**src/rtl/conv_window_addr_gen.sv**
```systemverilog
// Sliding-window read-address generator: scans every k x k window of an n x m image.
// Optional CONV_ADDR_STRIDE_EN adds a 2-bit stride input (otherwise stride is fixed at 1).
module conv_window_addr_gen #(
  parameter int unsigned ADDR_W = 8,
  parameter int unsigned DIM_W  = 8
) (
  input  logic              clk,
  input  logic              rst,
  input  logic              start,
  input  logic [DIM_W-1:0]  n,
  input  logic [DIM_W-1:0]  m,
  input  logic [DIM_W-1:0]  k,
  input  logic [ADDR_W-1:0] base,
`ifdef CONV_ADDR_STRIDE_EN
  input  logic [1:0]        stride,
`endif
  output logic [ADDR_W-1:0] addr,
  output logic              addr_valid,
  input  logic              addr_ready,
  output logic              win_last,
  output logic              busy,
  output logic              done,
  output logic              cfg_err
);

  localparam int unsigned CW = DIM_W + 2;

  typedef enum logic [1:0] {IDLE, RUN, DONE} state_t;

  state_t state_q, state_d;

  logic [DIM_W-1:0]  n_q, m_q, k_q, n_d, m_d, k_d;
  logic [1:0]        stride_q, stride_d, stride_in;
  logic [DIM_W-1:0]  r_q, c_q, ky_q, kx_q, r_d, c_d, ky_d, kx_d;
  // line_ptr = base + r*n, win_ptr = line_ptr + c, row_ptr = win_ptr + ky*n
  logic [ADDR_W-1:0] line_ptr_q, win_ptr_q, row_ptr_q, addr_q;
  logic [ADDR_W-1:0] line_ptr_d, win_ptr_d, row_ptr_d, addr_d;
  logic              win_last_q, valid_q, busy_q, done_q, cfg_err_q;
  logic              win_last_d, valid_d, busy_d, done_d, cfg_err_d;

  logic              cfg_bad_c;
  logic [ADDR_W-1:0] n_a, stride_a, line_step;
  logic [DIM_W-1:0]  k_m1;

`ifdef CONV_ADDR_STRIDE_EN
  assign stride_in = stride;
`else
  assign stride_in = 2'd1;
`endif

  assign cfg_bad_c = (k == '0) || (k > n) || (k > m) || (stride_in == 2'd0);
  assign n_a       = ADDR_W'(n_q);
  assign stride_a  = ADDR_W'(stride_q);
  assign line_step = (stride_q[0] ? n_a : '0) + (stride_q[1] ? ADDR_W'(n_a << 1) : '0);
  assign k_m1      = k_q - DIM_W'(1);

  // Next-state and datapath: advance kx, then ky, then c, then r on each handshake
  always_comb begin
    state_d    = state_q;
    n_d        = n_q;
    m_d        = m_q;
    k_d        = k_q;
    stride_d   = stride_q;
    r_d        = r_q;
    c_d        = c_q;
    ky_d       = ky_q;
    kx_d       = kx_q;
    line_ptr_d = line_ptr_q;
    win_ptr_d  = win_ptr_q;
    row_ptr_d  = row_ptr_q;
    addr_d     = addr_q;
    win_last_d = win_last_q;
    cfg_err_d  = cfg_err_q;

    case (state_q)
      IDLE: begin
        if (start) begin
          if (cfg_bad_c) begin
            state_d   = DONE;
            cfg_err_d = 1'b1;
          end else begin
            state_d    = RUN;
            cfg_err_d  = 1'b0;
            n_d        = n;
            m_d        = m;
            k_d        = k;
            stride_d   = stride_in;
            r_d        = '0;
            c_d        = '0;
            ky_d       = '0;
            kx_d       = '0;
            line_ptr_d = base;
            win_ptr_d  = base;
            row_ptr_d  = base;
            addr_d     = base;
            win_last_d = (k == DIM_W'(1));
          end
        end
      end
      RUN: begin
        if (addr_ready) begin
          if (kx_q != k_m1) begin
            kx_d   = kx_q + DIM_W'(1);
            addr_d = addr_q + ADDR_W'(1);
          end else if (ky_q != k_m1) begin
            kx_d      = '0;
            ky_d      = ky_q + DIM_W'(1);
            row_ptr_d = row_ptr_q + n_a;
            addr_d    = row_ptr_q + n_a;
          end else if (CW'(c_q) + CW'(stride_q) + CW'(k_q) <= CW'(n_q)) begin
            kx_d      = '0;
            ky_d      = '0;
            c_d       = c_q + DIM_W'(stride_q);
            win_ptr_d = win_ptr_q + stride_a;
            row_ptr_d = win_ptr_q + stride_a;
            addr_d    = win_ptr_q + stride_a;
          end else if (CW'(r_q) + CW'(stride_q) + CW'(k_q) <= CW'(m_q)) begin
            kx_d       = '0;
            ky_d       = '0;
            c_d        = '0;
            r_d        = r_q + DIM_W'(stride_q);
            line_ptr_d = line_ptr_q + line_step;
            win_ptr_d  = line_ptr_q + line_step;
            row_ptr_d  = line_ptr_q + line_step;
            addr_d     = line_ptr_q + line_step;
          end else begin
            state_d = DONE;
          end
          win_last_d = (state_d == RUN) && (ky_d == k_m1) && (kx_d == k_m1);
        end
      end
      DONE: begin
        state_d = IDLE;
      end
      default: begin
        state_d = IDLE;
      end
    endcase

    valid_d = (state_d == RUN);
    busy_d  = (state_d == RUN);
    done_d  = (state_d == DONE);
  end

  // State and output registers
  always_ff @(posedge clk) begin
    if (rst) begin
      state_q    <= IDLE;
      n_q        <= '0;
      m_q        <= '0;
      k_q        <= '0;
      stride_q   <= '0;
      r_q        <= '0;
      c_q        <= '0;
      ky_q       <= '0;
      kx_q       <= '0;
      line_ptr_q <= '0;
      win_ptr_q  <= '0;
      row_ptr_q  <= '0;
      addr_q     <= '0;
      win_last_q <= 1'b0;
      valid_q    <= 1'b0;
      busy_q     <= 1'b0;
      done_q     <= 1'b0;
      cfg_err_q  <= 1'b0;
    end else begin
      state_q    <= state_d;
      n_q        <= n_d;
      m_q        <= m_d;
      k_q        <= k_d;
      stride_q   <= stride_d;
      r_q        <= r_d;
      c_q        <= c_d;
      ky_q       <= ky_d;
      kx_q       <= kx_d;
      line_ptr_q <= line_ptr_d;
      win_ptr_q  <= win_ptr_d;
      row_ptr_q  <= row_ptr_d;
      addr_q     <= addr_d;
      win_last_q <= win_last_d;
      valid_q    <= valid_d;
      busy_q     <= busy_d;
      done_q     <= done_d;
      cfg_err_q  <= cfg_err_d;
    end
  end

  assign addr       = addr_q;
  assign addr_valid = valid_q;
  assign win_last   = win_last_q;
  assign busy       = busy_q;
  assign done       = done_q;
  assign cfg_err    = cfg_err_q;

endmodule

```
**config.mk**
```make
export PLATFORM = sky130hd
export DESIGN_NAME = conv_window_addr_gen
export DESIGN_NICKNAME = d
export VERILOG_FILES = /design/src/rtl/conv_window_addr_gen.sv
export SDC_FILE = /design/constraint.sdc
export NUM_CORES = 1
export LEC_CHECK = 0
export CORE_UTILIZATION = 40
export CTS_CLUSTER_DIAMETER = 150
export DETAILED_ROUTE_END_ITERATION = 16
export DONT_BUFFER_PORTS = 1
export GPL_TIMING_DRIVEN = 1
export PLACE_DENSITY = 0.6
export SLEW_MARGIN = 5
export SYNTH_ARGS = -nofsm -noshare
export SYNTH_HDL_FRONTEND = slang
export SYNTH_SLANG_ARGS = --single-unit
export TNS_END_PERCENT = 20
```
**constraint.sdc**
```tcl
create_clock -name clk -period 5.3 [get_ports clk]
set_input_delay 1.06 -clock clk [delete_from_list [all_inputs] [get_ports clk]]
set_output_delay 1.06 -clock clk [all_outputs]
set_load 0.03 [all_outputs]
```
# After elaboration in Yosys (flattened, before gate mapping)

Cells that the tools add are included.

Add/subtract/negate cells: 13
Mux-type cells: 66
Order comparisons: 4
Eq/ne operators: 19
Bitwise operators: 1
Reductions and logical operators: 14

Operator list:

| kind                                                                  | count |
|---|---|
| 8-bit two-way mux                                                     | 43 |
| 8-bit case mux with 2 select lines                                    | 8 |
| 8-bit by 1-bit adder with 8-bit output                                | 3 |
| 8-bit by 1-bit adder with 8-bit output, second input constant         | 3 |
| 9-bit by 8-bit adder with 10-bit output                               | 2 |
| 10-bit by 8-bit less-or-equal comparator with 1-bit output            | 2 |
| 8-bit by 1-bit adder with 9-bit output                                | 2 |
| 2-bit two-way mux                                                     | 9 |
| 8-bit adder                                                           | 2 |
| 8-bit equality test                                                   | 2 |
| 8-bit > comparator                                                    | 2 |
| 8-bit != test                                                         | 2 |
| 2-bit != test, second input constant                                  | 7 |
| 8-bit by 1-bit equality test with 1-bit output, second input constant | 1 |
| 8-bit zero test                                                       | 1 |
| 8-bit AND reduction                                                   | 1 |
| 8-bit by 1-bit subtractor with 8-bit output, second input constant    | 1 |
| 7-bit AND reduction                                                   | 1 |
| 2-bit by 1-bit equality test with 1-bit output, second input constant | 3 |
| 6-bit AND reduction                                                   | 1 |
| 5-bit != test, second input constant                                  | 1 |
| 5-bit AND reduction                                                   | 1 |
| 1-bit two-way mux                                                     | 4 |
| 4-bit != test, second input constant                                  | 1 |
| 12 further kinds                                                      | 14 |

Register bits: 95
Output and inout port bits: 13
Input port bits: 36
Logic and storage cells: 134

# Longest topological paths before layout

Gate-level depths: netlist (run 1).

Word-level depth: 14
Depth in mapped cells: 21
Mapped depth without buffers: 19

# Least setup slack after synthesis (run 1)

Ideal clock, no wire load.

Path type: register to register
Start: register stride_q[0]
End: register win_last_q, in the netlist win_last
Cell stages (with the launch flop): 20
Arrival time: 4.294 ns
Buffers on the path: 1
Setup slack: 0.922 ns
Library setup time: 0.084 ns
Required time: 5.216 ns
Period minus slack after synthesis: 4.378 ns
Cells stage by stage: dfxtp_1 -> fa_1 -> a21o_1 -> a21oi_1 -> o21bai_1 -> a21oi_1 -> o21bai_1 -> a21oi_1 -> xnor2_1 -> ha_1 -> a2111oi_0 -> a32oi_1 -> or2_2 -> clkbuf_1 -> and4b_1 -> a31o_2 -> nor3_1 -> mux2i_1 -> a221o_1 -> o31ai_2

Word-level cells in the longest chain between the ends: 14
Elaborated cells on any way between the ends: 31
Classes of those cells: add/sub (4); order compare (2); eq/ne (3); mux (20); reduce/logical (2)

Ends and longest elaborated chain:

| what                                                                                         | line | RTL |
|---|---|---|
| start: declaration                                                                           | 33   | `logic [1:0] stride_q, stride_d, stride_in;` |
| start signal: assignment                                                                     | 171  | `stride_q <= stride_d;` |
| 8-bit by 1-bit adder with 9-bit output                                                       | 117  | `end else if (CW'(r_q) + CW'(stride_q) + CW'(k_q) <= CW'(m_q)) begin` |
| 9-bit by 8-bit adder with 10-bit output                                                      | 117  |  |
| 10-bit by 8-bit less-or-equal comparator with 1-bit output                                   | 117  |  |
| 8-bit two-way mux / 2-bit two-way mux (equally long branches)                                | 117  |  |
| 8-bit two-way mux / 2-bit two-way mux (equally long branches)                                | 110  | `end else if (CW'(c_q) + CW'(stride_q) + CW'(k_q) <= CW'(n_q)) begin` |
| 8-bit two-way mux / 2-bit two-way mux (equally long branches)                                | 105  | `end else if (ky_q != k_m1) begin` |
| 8-bit two-way mux / 2-bit two-way mux (equally long branches)                                | 102  | `if (kx_q != k_m1) begin` |
| 8-bit two-way mux / 2-bit two-way mux (equally long branches)                                | 101  | `if (addr_ready) begin` |
| 8-bit two-way mux / 2-bit two-way mux (equally long branches)                                | 75   | `case (state_q)` |
| 8-bit equality test / 2-bit by 1-bit equality test with 1-bit output (equally long branches) | 129  | `win_last_d = (state_d == RUN) && (ky_d == k_m1) && (kx_d == k_m1);` |
| 1-bit logical AND                                                                            | 129  |  |
| 1-bit logical AND *                                                                          | 129  |  |
| 1-bit two-way mux *                                                                          | 101  |  |
| 1-bit case mux with 2 select lines *                                                         | 75   |  |
| end signal: assignment                                                                       | 180  | `win_last_q <= win_last_d;` |
| end: declaration                                                                             | 38   | `logic win_last_q, valid_q, busy_q, done_q, cfg_err_q;` |

Mark *: on every way between the ends. The rest lies on a longest branch, timed or not. The select of a mux whose other input is x is not followed.
A chain may end at the register's enable or synchronous reset.

# Final worst setup path (run 1)

Start: register k_q[0]
End: register c_q[3]

Word-level cells in the longest chain between the ends: 7
Elaborated cells on any way between the ends: 16
Classes of those cells: add/sub (3); order compare (2); eq/ne (5); mux (5); reduce/logical (1)

Ends and longest elaborated chain:

| what                                                       | line | RTL |
|---|---|---|
| start: declaration                                         | 32   | `logic [DIM_W-1:0] n_q, m_q, k_q, n_d, m_d, k_d;` |
| start signal: assignment                                   | 170  | `k_q <= k_d;` |
| 9-bit by 8-bit adder with 10-bit output                    | 110  |  |
| 10-bit by 8-bit less-or-equal comparator with 1-bit output | 110  |  |
| 8-bit two-way mux                                          | 110  |  |
| 8-bit two-way mux                                          | 105  |  |
| 8-bit two-way mux                                          | 102  |  |
| 8-bit two-way mux                                          | 101  |  |
| 8-bit case mux with 2 select lines                         | 75   |  |
| end signal: assignment                                     | 154  | `c_q <= '0;` |
| end signal: assignment                                     | 173  | `c_q <= c_d;` |
| end: declaration                                           | 34   | `logic [DIM_W-1:0] r_q, c_q, ky_q, kx_q, r_d, c_d, ky_d, kx_d;` |

Several ways; a longest one is shown, not always the timed one. The select of a mux whose other input is x is not followed.

==> qor.log, run 1 <==
INFO  worst_setup_path crit_type=register to register
INFO  routing        route.vias.total=6787
INFO  pwr            leakage=3.28nW
INFO  routing        drt_first_iter_violations=512
INFO  placement      dp.final_hpwl=16.0mm
INFO  cts            clkLatencyLatePin=0.36ns
INFO  die            initial_utilization=41.3%
INFO  final_layout   layout-drive-gt1-share=5.30%
INFO  pwr            internal-power=1.30mW
INFO  worst_setup_path cp-end-kind=register
INFO  final_layout   leading_cell_type_in_the_layout_fill_and_taps_excluded=sky130_fd_sc_hd__nor2_1
INFO  placement      port_buffers=0
INFO  die            die_area=19300squm
INFO  die            die_wd=139microns
INFO  synthesis      yosys-top-cells-area=sky130_fd_sc_hd__dfxtp_1, sky130_fd_sc_hd__ha_1, sky130_fd_sc_hd__nor2_1
INFO  cts            cts_num_sinks=95
INFO  synthesis      synthesis.area_per_instance=7.73squm
INFO  pwr            combPwrFrac=28.2%
INFO  cts            clk_transition_reported_paths=0.07ns
INFO  cts            post_cts_hold_buffer_count=0
INFO  pwr            pwr_density_cell=253nW/um^2
INFO  synthesis      async_reset_ff_share=0%
INFO  synthesis      yosys.cell_types.count=75
INFO  worst_setup_path cp.required=5.55ns
INFO  worst_setup_path critPathSlowestCell=sky130_fd_sc_hd__and2_1
INFO  pwr            switching_share=35.0%
INFO  timing         setup_tns=0ns
INFO  synthesis      synth_top_cell_area_share=25.4%
INFO  pwr            seqPwrFrac=41.8%
INFO  global_route   global_route.usage.total=22.5%
INFO  final_layout   regArea=1900squm
INFO  worst_setup_path crit_buf_inv=0
INFO  global_route   grt_max_degree=82
INFO  cts            cts-htree-levels=3
INFO  cts            cts_inserted_buffers=9
INFO  run            drv_cap=0
INFO  timing         clock_skew=0.00773ns
INFO  pwr            power_switching=0.700mW
INFO  timing         post-route-min-period=4.77ns
INFO  die            placementRows=49
INFO  synthesis      synth-edff-count=0
INFO  timing         clock.fmax=210MHz
INFO  synthesis      syn-num-nets=1082
INFO  global_route   globalRoute.totalOverflow=0
INFO  synthesis      synth_top_cell_by_area=sky130_fd_sc_hd__dfxtp_1
INFO  outcome        violations_in_the_final_reports=design-rule violations
INFO  worst_setup_path regToRegStartpoint=k_q[0]
INFO  synthesis      synthesis.area=7500squm
INFO  global_route   number_of_global_route_vias_before_repair=6241
INFO  worst_setup_path critPathMostFrequentCell=sky130_fd_sc_hd__a21oi_1
INFO  routing        drc=2
INFO  worst_setup_path max_stage_delay=0.55ns
INFO  routing        detail_route.vias_per_cell=5.79
INFO  timing         hold_viol_final=0
INFO  pwr            power.ir.vdd_worst=0.179mV
INFO  synthesis      synth.yosys.warnings=0
INFO  routing        routedWlPerCell=18.2microns
INFO  placement      place.gp.congestion=0.920
INFO  global_route   grt_first_pass_wirelength=34.2mm
INFO  timing         max_slew_margin=34.6%
INFO  die            overall_die_height=139microns
INFO  final_layout   area_of_the_multi_input_gates=5140squm
INFO  timing         worst_pin_slew=0.982ns
INFO  cts            cts_max_path_buffers=2
INFO  worst_setup_path worst-path-max-fanout=13
INFO  timing         timing_max_transition_violations_final=0
INFO  final_layout   final_cell_mix=sky130_fd_sc_hd__nor2_1, sky130_fd_sc_hd__dfxtp_1, sky130_fd_sc_hd__nand2_1, sky130_fd_sc_hd__a21oi_1, sky130_fd_sc_hd__ha_1
INFO  die            floorplan.core_area=18100squm
INFO  final_layout   finalNetCount=1052
INFO  final_layout   synthToLayoutAreaGrowth=5.42%
INFO  timing         finalSetupViolations=0
INFO  timing         share_of_the_clock_period_used_by_the_worst_path=90.0%
INFO  synthesis      synth-seq-area-share=25.4%
INFO  routing        detail_route.wirelength=21.3mm
INFO  cts            clock_tree.root_cell=sky130_fd_sc_hd__clkbuf_16
INFO  worst_setup_path crit_family=compound AO/OA/AOI/OAI gates
INFO  pwr            clock_power_share=30.0%
INFO  worst_setup_path cp-start-kind=register
INFO  synthesis      synthesis_stage_register_bit_count=95
INFO  timing         rsz0062_at_grt=false
INFO  worst_setup_path worst-endpoint-arrival=5.02ns
INFO  final_layout   fillCellCount=1872
INFO  routing        first_pass_iters=13
INFO  global_route   initial_antenna_violation_count=1
INFO  worst_setup_path critical_path.cell_chain=fa_1 > a21o_1 > a21oi_1 > o21bai_1 > a21oi_1 > o21bai_1 > a21oi_1 > xnor2_1 > ha_1 > a22o_1 > nor4_1 > o221ai_1 > a21oi_1 > nor2_1 > o31ai_1 > and2_1 > nand4_1 > xor2_1 > nor2_1
INFO  die            boundaryPins=49
INFO  outcome        status=complete, but fails checks
INFO  synthesis      post_synth_inst_count=970
INFO  min_path       hold_path_class=register to register
INFO  worst_setup_path worst_setup_path_startpoint=k_q[0]
INFO  synthesis      synth_ff_type=sky130_fd_sc_hd__dfxtp_1
INFO  min_path       holdCritStartpoint=row_ptr_q[6]
INFO  routing        detail-route-antenna-nets=0
INFO  pwr            report.power.total=2.00mW
INFO  cts            tritoncts=yes
[power by group through the flow]
| stage | Sequential, mW | Clock [mW] | Combinational, mW |
|---|---|---|---|
| 3_5_place_dp | 0.852 | 0 | 0.555 |
| 3_3_place_gp | 0.851 | 0 | 0.552 |
| 5_1_grt | 0.843 | 0.636 | 0.627 |
| 2_1_floorplan | 0.830 | 0 | 0.441 |
| 4_1_cts | 0.836 | 0.610 | 0.559 |
| 6_report | 0.836 | 0.600 | 0.562 |
[per-layer routing]
| metal | vias up | wire length, microns | part of all wire, % | global-route usage [%] |
|---|---|---|---|---|
| met3 | 14 | 1370 | 6.4 | 4.45 |
| met1 | 3194 | 10100 | 47 | 30.9 |
| met2 | 223 | 9650 | 45 | 36.4 |
| met4 | 0 | 197 | 0.92 | 4.74 |
| met5 | - | 0 | 0 | 0 |
| li1 | 3356 | - | - | - |
[sequential cells by signal (all words and copies together), names as in the netlist]
signal,flops
addr,8
busy,1
c_q,8
cfg_err,1
done,1
k_q,8
kx_q,8
ky_q,8
line_ptr_q,8
m_q,8
n_a,8
r_q,8
row_ptr_q,8
state_q,2
stride_q,1
win_last,1
win_ptr_q,8
[area by class of cell]
class | count | share of cell area [%]
multi-input combinational | 759 | 65.0
clock inverter | 2 | 0.127
sequential | 95 | 24.1
timing repair buffer | 12 | 1.14
clock buffer | 12 | 2.99
tap | 229 | 3.62
inverter | 63 | 2.99
antenna | 1 | 0.0316
[cell usage after synthesis, drive strengths merged, types with 9 or more instances]
| cell type | number |
|---|---|
| clkbuf | 36 |
| nand2 | 84 |
| ha | 70 |
| nor3 | 19 |
| nand2b | 9 |
| a211oi | 11 |
| dfxtp | 95 |
| nor2b | 9 |
| a21o | 14 |
| xnor2 | 44 |
| nand3 | 34 |
| buf | 17 |
| a311oi | 14 |
| mux2i | 17 |
| xor2 | 21 |
| inv | 63 |
| a21oi | 76 |
| or2 | 10 |
| o21ai | 39 |
| nor2 | 139 |
| o211ai | 9 |
| o21bai | 9 |
[worst register-to-register path, stage by stage, from the launching register on]
cell and delay (ns):
sky130_fd_sc_hd__dfxtp_1 0.35, sky130_fd_sc_hd__fa_1 0.47, sky130_fd_sc_hd__a21o_1 0.20, sky130_fd_sc_hd__a21oi_1 0.21
sky130_fd_sc_hd__o21bai_1 0.09, sky130_fd_sc_hd__a21oi_1 0.22, sky130_fd_sc_hd__o21bai_1 0.10, sky130_fd_sc_hd__a21oi_1 0.19
sky130_fd_sc_hd__xnor2_1 0.14, sky130_fd_sc_hd__ha_1 0.27, sky130_fd_sc_hd__a22o_1 0.23, sky130_fd_sc_hd__nor4_1 0.19
sky130_fd_sc_hd__o221ai_1 0.16, sky130_fd_sc_hd__a21oi_1 0.41, sky130_fd_sc_hd__nor2_1 0.10, sky130_fd_sc_hd__o31ai_1 0.41
sky130_fd_sc_hd__and2_1 0.55, sky130_fd_sc_hd__nand4_1 0.18, sky130_fd_sc_hd__xor2_1 0.15, sky130_fd_sc_hd__nor2_1 0.05
[kinds of logic after synthesis]
family / after synthesis / synth area share [%]
xor+xnor: 69 / 8.81
simple gates: 357 / 22.5
buf+inv: 116 / 6.17
compound gates: 237 / 21.2
mux: 20 / 2.72
flops: 95 / 25.4
fa+ha+maj: 76 / 13.3
[per-stage QoR]
stage | hold slack, ns | cell area (sq um) | util, % | instances | worst slack (ns)
6_report | 0.461 | 7910 | 43.6 | 1173 | 0.528
5_1_grt | 0.494 | 7910 | 43.6 | 1173 | 0.0819
4_1_cts | 0.461 | 7900 | 43.6 | 1172 | 0.561
3_5_place_dp | 0.449 | 7660 | 42.2 | 1158 | 0.592
3_3_place_gp | 0.445 | 7660 | 42.2 | 1158 | 0.720
2_1_floorplan | 0.436 | 7500 | - | 970 | 0.922
[repair_timing]
item / in CTS / in global routing
gates resized for setup: 0 / 1
setup buffers: 0 / 0
hold endpoints to repair: 0 / 0
setup endpoints to repair: 0 / 1
[final timing paths]
check,slack [ns],end,cells past startpoint
setup / recovery,0.53,c_q[3],19
hold / removal,0.46,row_ptr_q[6],2
setup reg to reg,0.53,c_q[3],19
hold reg to reg,0.46,row_ptr_q[6],2
(Power assumes the default switching activity.)
==> run 2, diff against run 1 <==
--- a/config.mk
+++ b/config.mk
@@ -5,12 +5,12 @@
 export SDC_FILE = /design/constraint.sdc
 export NUM_CORES = 1
 export LEC_CHECK = 0
-export CORE_UTILIZATION = 40
+export CORE_UTILIZATION = 50
 export CTS_CLUSTER_DIAMETER = 150
 export DETAILED_ROUTE_END_ITERATION = 16
 export DONT_BUFFER_PORTS = 1
 export GPL_TIMING_DRIVEN = 1
-export PLACE_DENSITY = 0.6
+export PLACE_DENSITY = 0.71
 export SLEW_MARGIN = 5
 export SYNTH_ARGS = -nofsm -noshare
 export SYNTH_HDL_FRONTEND = slang
==> qor.log, run 2 (same netlist as run 1, synthesis figures left out) <==
INFO  cts            post_cts_resized=0
INFO  routing        route.vias.total=6866
INFO  cts            cts_inserted_buffers=9
INFO  worst_setup_path cp.required=5.58ns
INFO  worst_setup_path cp-start-kind=register
INFO  pwr            power.ir.vdd_worst=0.205mV
INFO  pwr            power_switching=0.716mW
INFO  cts            clkLatencyLatePin=0.36ns
INFO  worst_setup_path regToRegSetupSlack=0.52ns
INFO  placement      place.gp.congestion=0.902
INFO  routing        routedWlPerCell=18.1microns
INFO  worst_setup_path critPathMostFrequentCell=sky130_fd_sc_hd__a21oi_1
INFO  cts            cts_max_path_buffers=2
INFO  worst_setup_path critPathSlowestCell=sky130_fd_sc_hd__fa_1
INFO  die            die_wd=124microns
INFO  routing        first_pass_iters=5
INFO  outcome        status=completed
INFO  worst_setup_path worst-endpoint-arrival=5.06ns
INFO  pwr            internal-power=1.36mW
INFO  cts            tritoncts=yes
INFO  timing         share_of_the_clock_period_used_by_the_worst_path=90.2%
INFO  global_route   grt_first_pass_wirelength=32.7mm
INFO  die            floorplan.core_area=14600squm
INFO  cts            post-cts-setup-buffer-count=0
INFO  die            die_area=15500squm
INFO  timing         clock.fmax=209MHz
INFO  final_layout   finalNetCount=1050
INFO  timing         rsz0062_at_grt=false
INFO  final_layout   layout-drive-gt1-share=5.41%
INFO  routing        detail-route-antenna-nets=0
INFO  timing         max_slew_margin=36.6%
INFO  final_layout   fin_util=54.1%
INFO  worst_setup_path worst-path-max-fanout=9
INFO  die            initial_utilization=51.4%
INFO  global_route   globalRoute.totalOverflow=0
INFO  worst_setup_path max_stage_delay=0.46ns
INFO  routing        drt_first_iter_violations=712
INFO  final_layout   final-instance-count-excl-fill=1128
INFO  pwr            switching_share=34.4%
INFO  placement      preCtsSetupSlack=0.573ns
INFO  routing        detail_route.wirelength=20.4mm
INFO  final_layout   leading_cell_type_in_the_layout_fill_and_taps_excluded=sky130_fd_sc_hd__nor2_1
INFO  pwr            clock_power_share=32.9%
INFO  timing         hold_viol_final=0
INFO  pwr            seqPwrFrac=40.2%
INFO  worst_setup_path crit_type=register to register
INFO  cts            clk_transition_reported_paths=0.07ns
INFO  cts            cts_num_sinks=95
INFO  final_layout   final_cell_mix=sky130_fd_sc_hd__nor2_1, sky130_fd_sc_hd__dfxtp_1, sky130_fd_sc_hd__nand2_1, sky130_fd_sc_hd__a21oi_1, sky130_fd_sc_hd__ha_1
INFO  timing         min_setup_slack_post_route=0.522ns
INFO  run            drv_cap=0
INFO  timing         timing_max_transition_violations_final=0
INFO  worst_setup_path critical_path.cell_chain=fa_1 > a21o_1 > a21oi_1 > o21bai_1 > a21oi_1 > o21bai_1 > a21oi_1 > xnor2_1 > ha_1 > a22o_1 > nor4_1 > o221ai_1 > a21oi_1 > and4b_1 > a31o_2 > nor3_1 > mux2i_1 > a221o_1 > o31ai_2
INFO  final_layout   fillCellCount=1381
INFO  die            overall_die_height=124microns
INFO  global_route   initial_antenna_violation_count=1
INFO  pwr            combPwrFrac=26.9%
INFO  placement      dp.final_hpwl=15.2mm
INFO  final_layout   synthToLayoutAreaGrowth=5.17%
INFO  timing         post-route-min-period=4.78ns
INFO  die            placementRows=44
INFO  cts            post_cts_hold_buffer_count=0
INFO  global_route   grt_max_degree=82
INFO  global_route   global_route.usage.total=26.5%
INFO  pwr            pwr_density_cell=263nW/um^2
INFO  routing        drc=0
INFO  cts            clock_tree.root_cell=sky130_fd_sc_hd__clkbuf_16
INFO  timing         setup_tns=0ns
INFO  timing         clock_skew=0.00972ns
INFO  placement      dpl.cell_count=1111
INFO  min_path       hold_path_class=register to register
INFO  placement      port_buffers=0
INFO  global_route   number_of_global_route_vias_before_repair=6254
INFO  die            boundaryPins=49
INFO  timing         worst_pin_slew=0.952ns
INFO  worst_setup_path cp-end-kind=register
INFO  routing        detail_route.vias_per_cell=6.09
INFO  timing         timing.hold.ws=0.482ns
INFO  pwr            leakage=3.28nW
INFO  cts            cts-htree-levels=3
INFO  timing         finalSetupViolations=0
[run 2: cell types whose count changed in the layout (fill, tap and decap cells not counted), sizes merged]
cell / change
bufinv: +1
clkbuf: -1
clkinvlp: +3
clkinv: -1
buf: -2
[run 2: routing by layer]
layer | global-route usage (%) | wire length, microns | vias up
met1 | 36.2 | 9300 | 3197
met4 | 10.7 | 566 | 0
met3 | 4.85 | 1520 | 40
met2 | 41.0 | 9050 | 276
met5 | 0 | 0 | -
li1 | - | - | 3353
[run 2: power groups by stage]
| stage | registers (mW) | clock network [mW] | logic (mW) |
|---|---|---|---|
| after floorplan | 0.830 | 0 | 0.441 |
| after global placement | 0.850 | 0 | 0.539 |
| after detailed placement | 0.851 | 0 | 0.546 |
| after CTS | 0.835 | 0.698 | 0.550 |
| after global routing | 0.842 | 0.721 | 0.620 |
| final | 0.836 | 0.683 | 0.559 |
[run 2: final cells by class]
| cell class | count | area, sq um | area share [%] |
|---|---|---|---|
| multi-input combinational | 759 | 5140 | 65.2 |
| sequential | 95 | 1900 | 24.1 |
| clock buffer | 11 | 243 | 3.08 |
| inverter | 63 | 236 | 3.00 |
| tap | 184 | 230 | 2.92 |
| timing repair buffer | 10 | 75.1 | 0.952 |
| clock inverter | 5 | 57.6 | 0.730 |
| antenna | 1 | 2.50 | 0.0317 |
[run 2: worst max-delay path, delay by kind of cell, from the launching register on]
family,cells,cell delay (ns)
adders and majority gates,2,0.74
xor gates and xnor gates,1,0.16
DFF,1,0.42
and+or+nand+nor,3,0.67
AOI/OAI and AO/OA,12,2.59
muxes,1,0.10
[run 2: final timing paths]
kind                                      to  cells past startpoint          from
worst max-delay path                win_last                     19   stride_q[0]
worst min-delay path            row_ptr_q[6]                      2  row_ptr_q[6]
worst max register to register      win_last                     19   stride_q[0]
worst min register to register  row_ptr_q[6]                      2  row_ptr_q[6]
[run 2: through the flow]
stage	total power, mW	cell area [sq um]
6_report	2.08	7890
3_3_place_gp	1.39	7590
5_1_grt	2.18	7890
2_1_floorplan	1.27	7500
4_1_cts	2.08	7890
3_5_place_dp	1.40	7590
==> run 3, diff against run 2 <==
--- a/config.mk
+++ b/config.mk
@@ -5,12 +5,14 @@
 export SDC_FILE = /design/constraint.sdc
 export NUM_CORES = 1
 export LEC_CHECK = 0
+export BUFFER_PORTS_ARGS = -buffer_cell sky130_fd_sc_hd__buf_2
 export CORE_UTILIZATION = 50
+export CTS_BUF_LIST = sky130_fd_sc_hd__clkbuf_8 sky130_fd_sc_hd__clkbuf_16
 export CTS_CLUSTER_DIAMETER = 150
 export DETAILED_ROUTE_END_ITERATION = 16
-export DONT_BUFFER_PORTS = 1
 export GPL_TIMING_DRIVEN = 1
-export PLACE_DENSITY = 0.71
+export PLACE_DENSITY = 0.74
+export REMOVE_ABC_BUFFERS = 1
 export SLEW_MARGIN = 5
 export SYNTH_ARGS = -nofsm -noshare
 export SYNTH_HDL_FRONTEND = slang
==> qor.log, run 3 (same netlist as run 1, synthesis figures left out) <==
INFO  run            drv_cap=0
INFO  worst_setup_path worst-endpoint-arrival=5.06ns
INFO  cts            clk_transition_reported_paths=0.07ns
INFO  global_route   number_of_global_route_vias_before_repair=6679
INFO  final_layout   leading_cell_type_in_the_layout_fill_and_taps_excluded=sky130_fd_sc_hd__nor2_1
INFO  global_route   global_route.usage.total=27.3%
INFO  routing        routedWlPerCell=17.4microns
INFO  placement      place.gp.congestion=0.928
INFO  timing         max_slew_margin=33.1%
INFO  routing        detail_route.vias_per_cell=6.02
INFO  global_route   grt_max_degree=57
INFO  cts            clock_tree.root_cell=sky130_fd_sc_hd__clkbuf_16
INFO  routing        drc=0
INFO  placement      preCtsSetupSlack=0.626ns
INFO  min_path       hold_path_class=register to register
INFO  routing        detail_route.wirelength=20.5mm
INFO  cts            post_cts_resized=0
INFO  timing         clock.fmax=210MHz
INFO  cts            tritoncts=yes
INFO  final_layout   fillCellCount=1339
INFO  final_layout   synthToLayoutAreaGrowth=8.62%
INFO  final_layout   antenna_cells=0
INFO  die            overall_die_height=124microns
INFO  routing        first_pass_iters=5
INFO  routing        route.vias.total=7078
INFO  placement      port_buffers=48
INFO  final_layout   final_cell_mix=sky130_fd_sc_hd__nor2_1, sky130_fd_sc_hd__dfxtp_1, sky130_fd_sc_hd__nand2_1, sky130_fd_sc_hd__a21oi_1, sky130_fd_sc_hd__ha_1
INFO  die            initial_utilization=51.4%
INFO  worst_setup_path regToRegSetupSlack=0.53ns
INFO  worst_setup_path cp.required=5.59ns
INFO  timing         hold_viol_final=0
INFO  pwr            pwr_density_cell=265nW/um^2
INFO  routing        detail-route-antenna-nets=0
INFO  timing         timing_max_transition_violations_final=0
INFO  global_route   initial_antenna_violation_count=0
INFO  cts            cts_num_sinks=95
INFO  cts            post-cts-setup-buffer-count=0
INFO  outcome        status=completed
INFO  final_layout   finalNetCount=1098
INFO  cts            cts-htree-levels=3
INFO  routing        drt_first_iter_violations=691
INFO  worst_setup_path worst-path-max-fanout=9
INFO  die            die_area=15500squm
INFO  final_layout   layout-drive-gt1-share=9.99%
INFO  cts            cts_inserted_buffers=9
INFO  worst_setup_path cp-end-kind=register
INFO  worst_setup_path crit_type=register to register
INFO  cts            post_cts_hold_buffer_count=0
INFO  pwr            power.ir.vdd_worst=0.173mV
INFO  die            boundaryPins=49
INFO  timing         post-route-min-period=4.77ns
INFO  die            floorplan.core_area=14600squm
INFO  cts            clkLatencyLatePin=0.37ns
INFO  pwr            report.power.total=2.16mW
INFO  placement      dp.final_hpwl=15.3mm
INFO  worst_setup_path cp-start-kind=register
INFO  timing         share_of_the_clock_period_used_by_the_worst_path=90.0%
INFO  timing         min_setup_slack_post_route=0.528ns
INFO  die            die_wd=124microns
INFO  final_layout   fin_util=55.8%
INFO  timing         clock_skew=0.00746ns
INFO  pwr            leakage=3.51nW
INFO  die            placementRows=44
INFO  timing         worst_pin_slew=1.00ns
INFO  cts            cts_max_path_buffers=2
INFO  timing         setup_tns=0ns
INFO  global_route   grt_first_pass_wirelength=33.8mm
INFO  global_route   globalRoute.totalOverflow=0
INFO  timing         finalSetupViolations=0
INFO  timing         rsz0062_at_grt=false
==> run 3: cell types whose count changed in the layout (fill, tap and decap cells not counted), sizes merged <==
cell      previous run  this run
diode                1         0
clkbuf              11         9
buf                 10        58
bufinv               1         2
clkinvlp             3         1
inv                 63        66
==> run 3: path summary, 6_finish.rpt <==
check,end,cells after the start,from
max,win_last,18,k_q[1]
min,cfg_err,2,cfg_err
min reg2reg,cfg_err,2,cfg_err
max reg2reg,win_last,18,k_q[1]
==> run 3: where the power goes <==
group          internal (mW)  switching, mW
combinational          0.239          0.373
sequential             0.761         0.0559
clock                  0.416          0.311
total                   1.42          0.740
==> run 3: critical path: stages (launching register included) <==
cell                        delay (ns)
sky130_fd_sc_hd__dfxtp_1          0.57
sky130_fd_sc_hd__ha_1             0.30
sky130_fd_sc_hd__a21o_1           0.17
sky130_fd_sc_hd__a21oi_1          0.22
sky130_fd_sc_hd__o21bai_1         0.09
sky130_fd_sc_hd__a21oi_1          0.22
sky130_fd_sc_hd__o21bai_1         0.09
sky130_fd_sc_hd__a21oi_1          0.17
sky130_fd_sc_hd__xnor2_1          0.14
sky130_fd_sc_hd__ha_1             0.27
sky130_fd_sc_hd__a2111oi_0        0.44
sky130_fd_sc_hd__a32oi_1          0.22
sky130_fd_sc_hd__or2_2            0.40
sky130_fd_sc_hd__and4b_1          0.26
sky130_fd_sc_hd__a31o_2           0.28
sky130_fd_sc_hd__nor3_1           0.20
sky130_fd_sc_hd__mux2i_1          0.11
sky130_fd_sc_hd__a221o_1          0.29
sky130_fd_sc_hd__o31ai_2          0.23
==> run 3: metrics by stage <==
step | cell area [sq um] | std cells | hold WS (ns)
6_report | 8150 | 1175 | 0.484
5_1_grt | 8150 | 1175 | 0.502
4_1_cts | 8150 | 1175 | 0.483
3_5_place_dp | 7830 | 1159 | 0.461
3_3_place_gp | 7830 | 1159 | 0.455
2_1_floorplan | 7270 | 917 | 0.430
==> run 3: cell type report <==
type                            count  area [sq um]  area share, %
Clock buffer                        9           225           2.76
Clock inverter                      7          96.3           1.18
Inverter                           63           236           2.90
Multi-Input combinational cell    759          5140           63.1
Sequential cell                    95          1900           23.3
Tap cell                          184           230           2.83
Timing Repair Buffer               58           315           3.87
==> run 3: routing by layer <==
layer | share of wire (%) | routed length [microns] | global-route usage, %
met1 | 46 | 9510 | 37.3
met2 | 43 | 8890 | 42.1
met3 | 6.5 | 1330 | 4.25
met5 | 0 | 0 | 0
met4 | 3.6 | 746 | 12.6
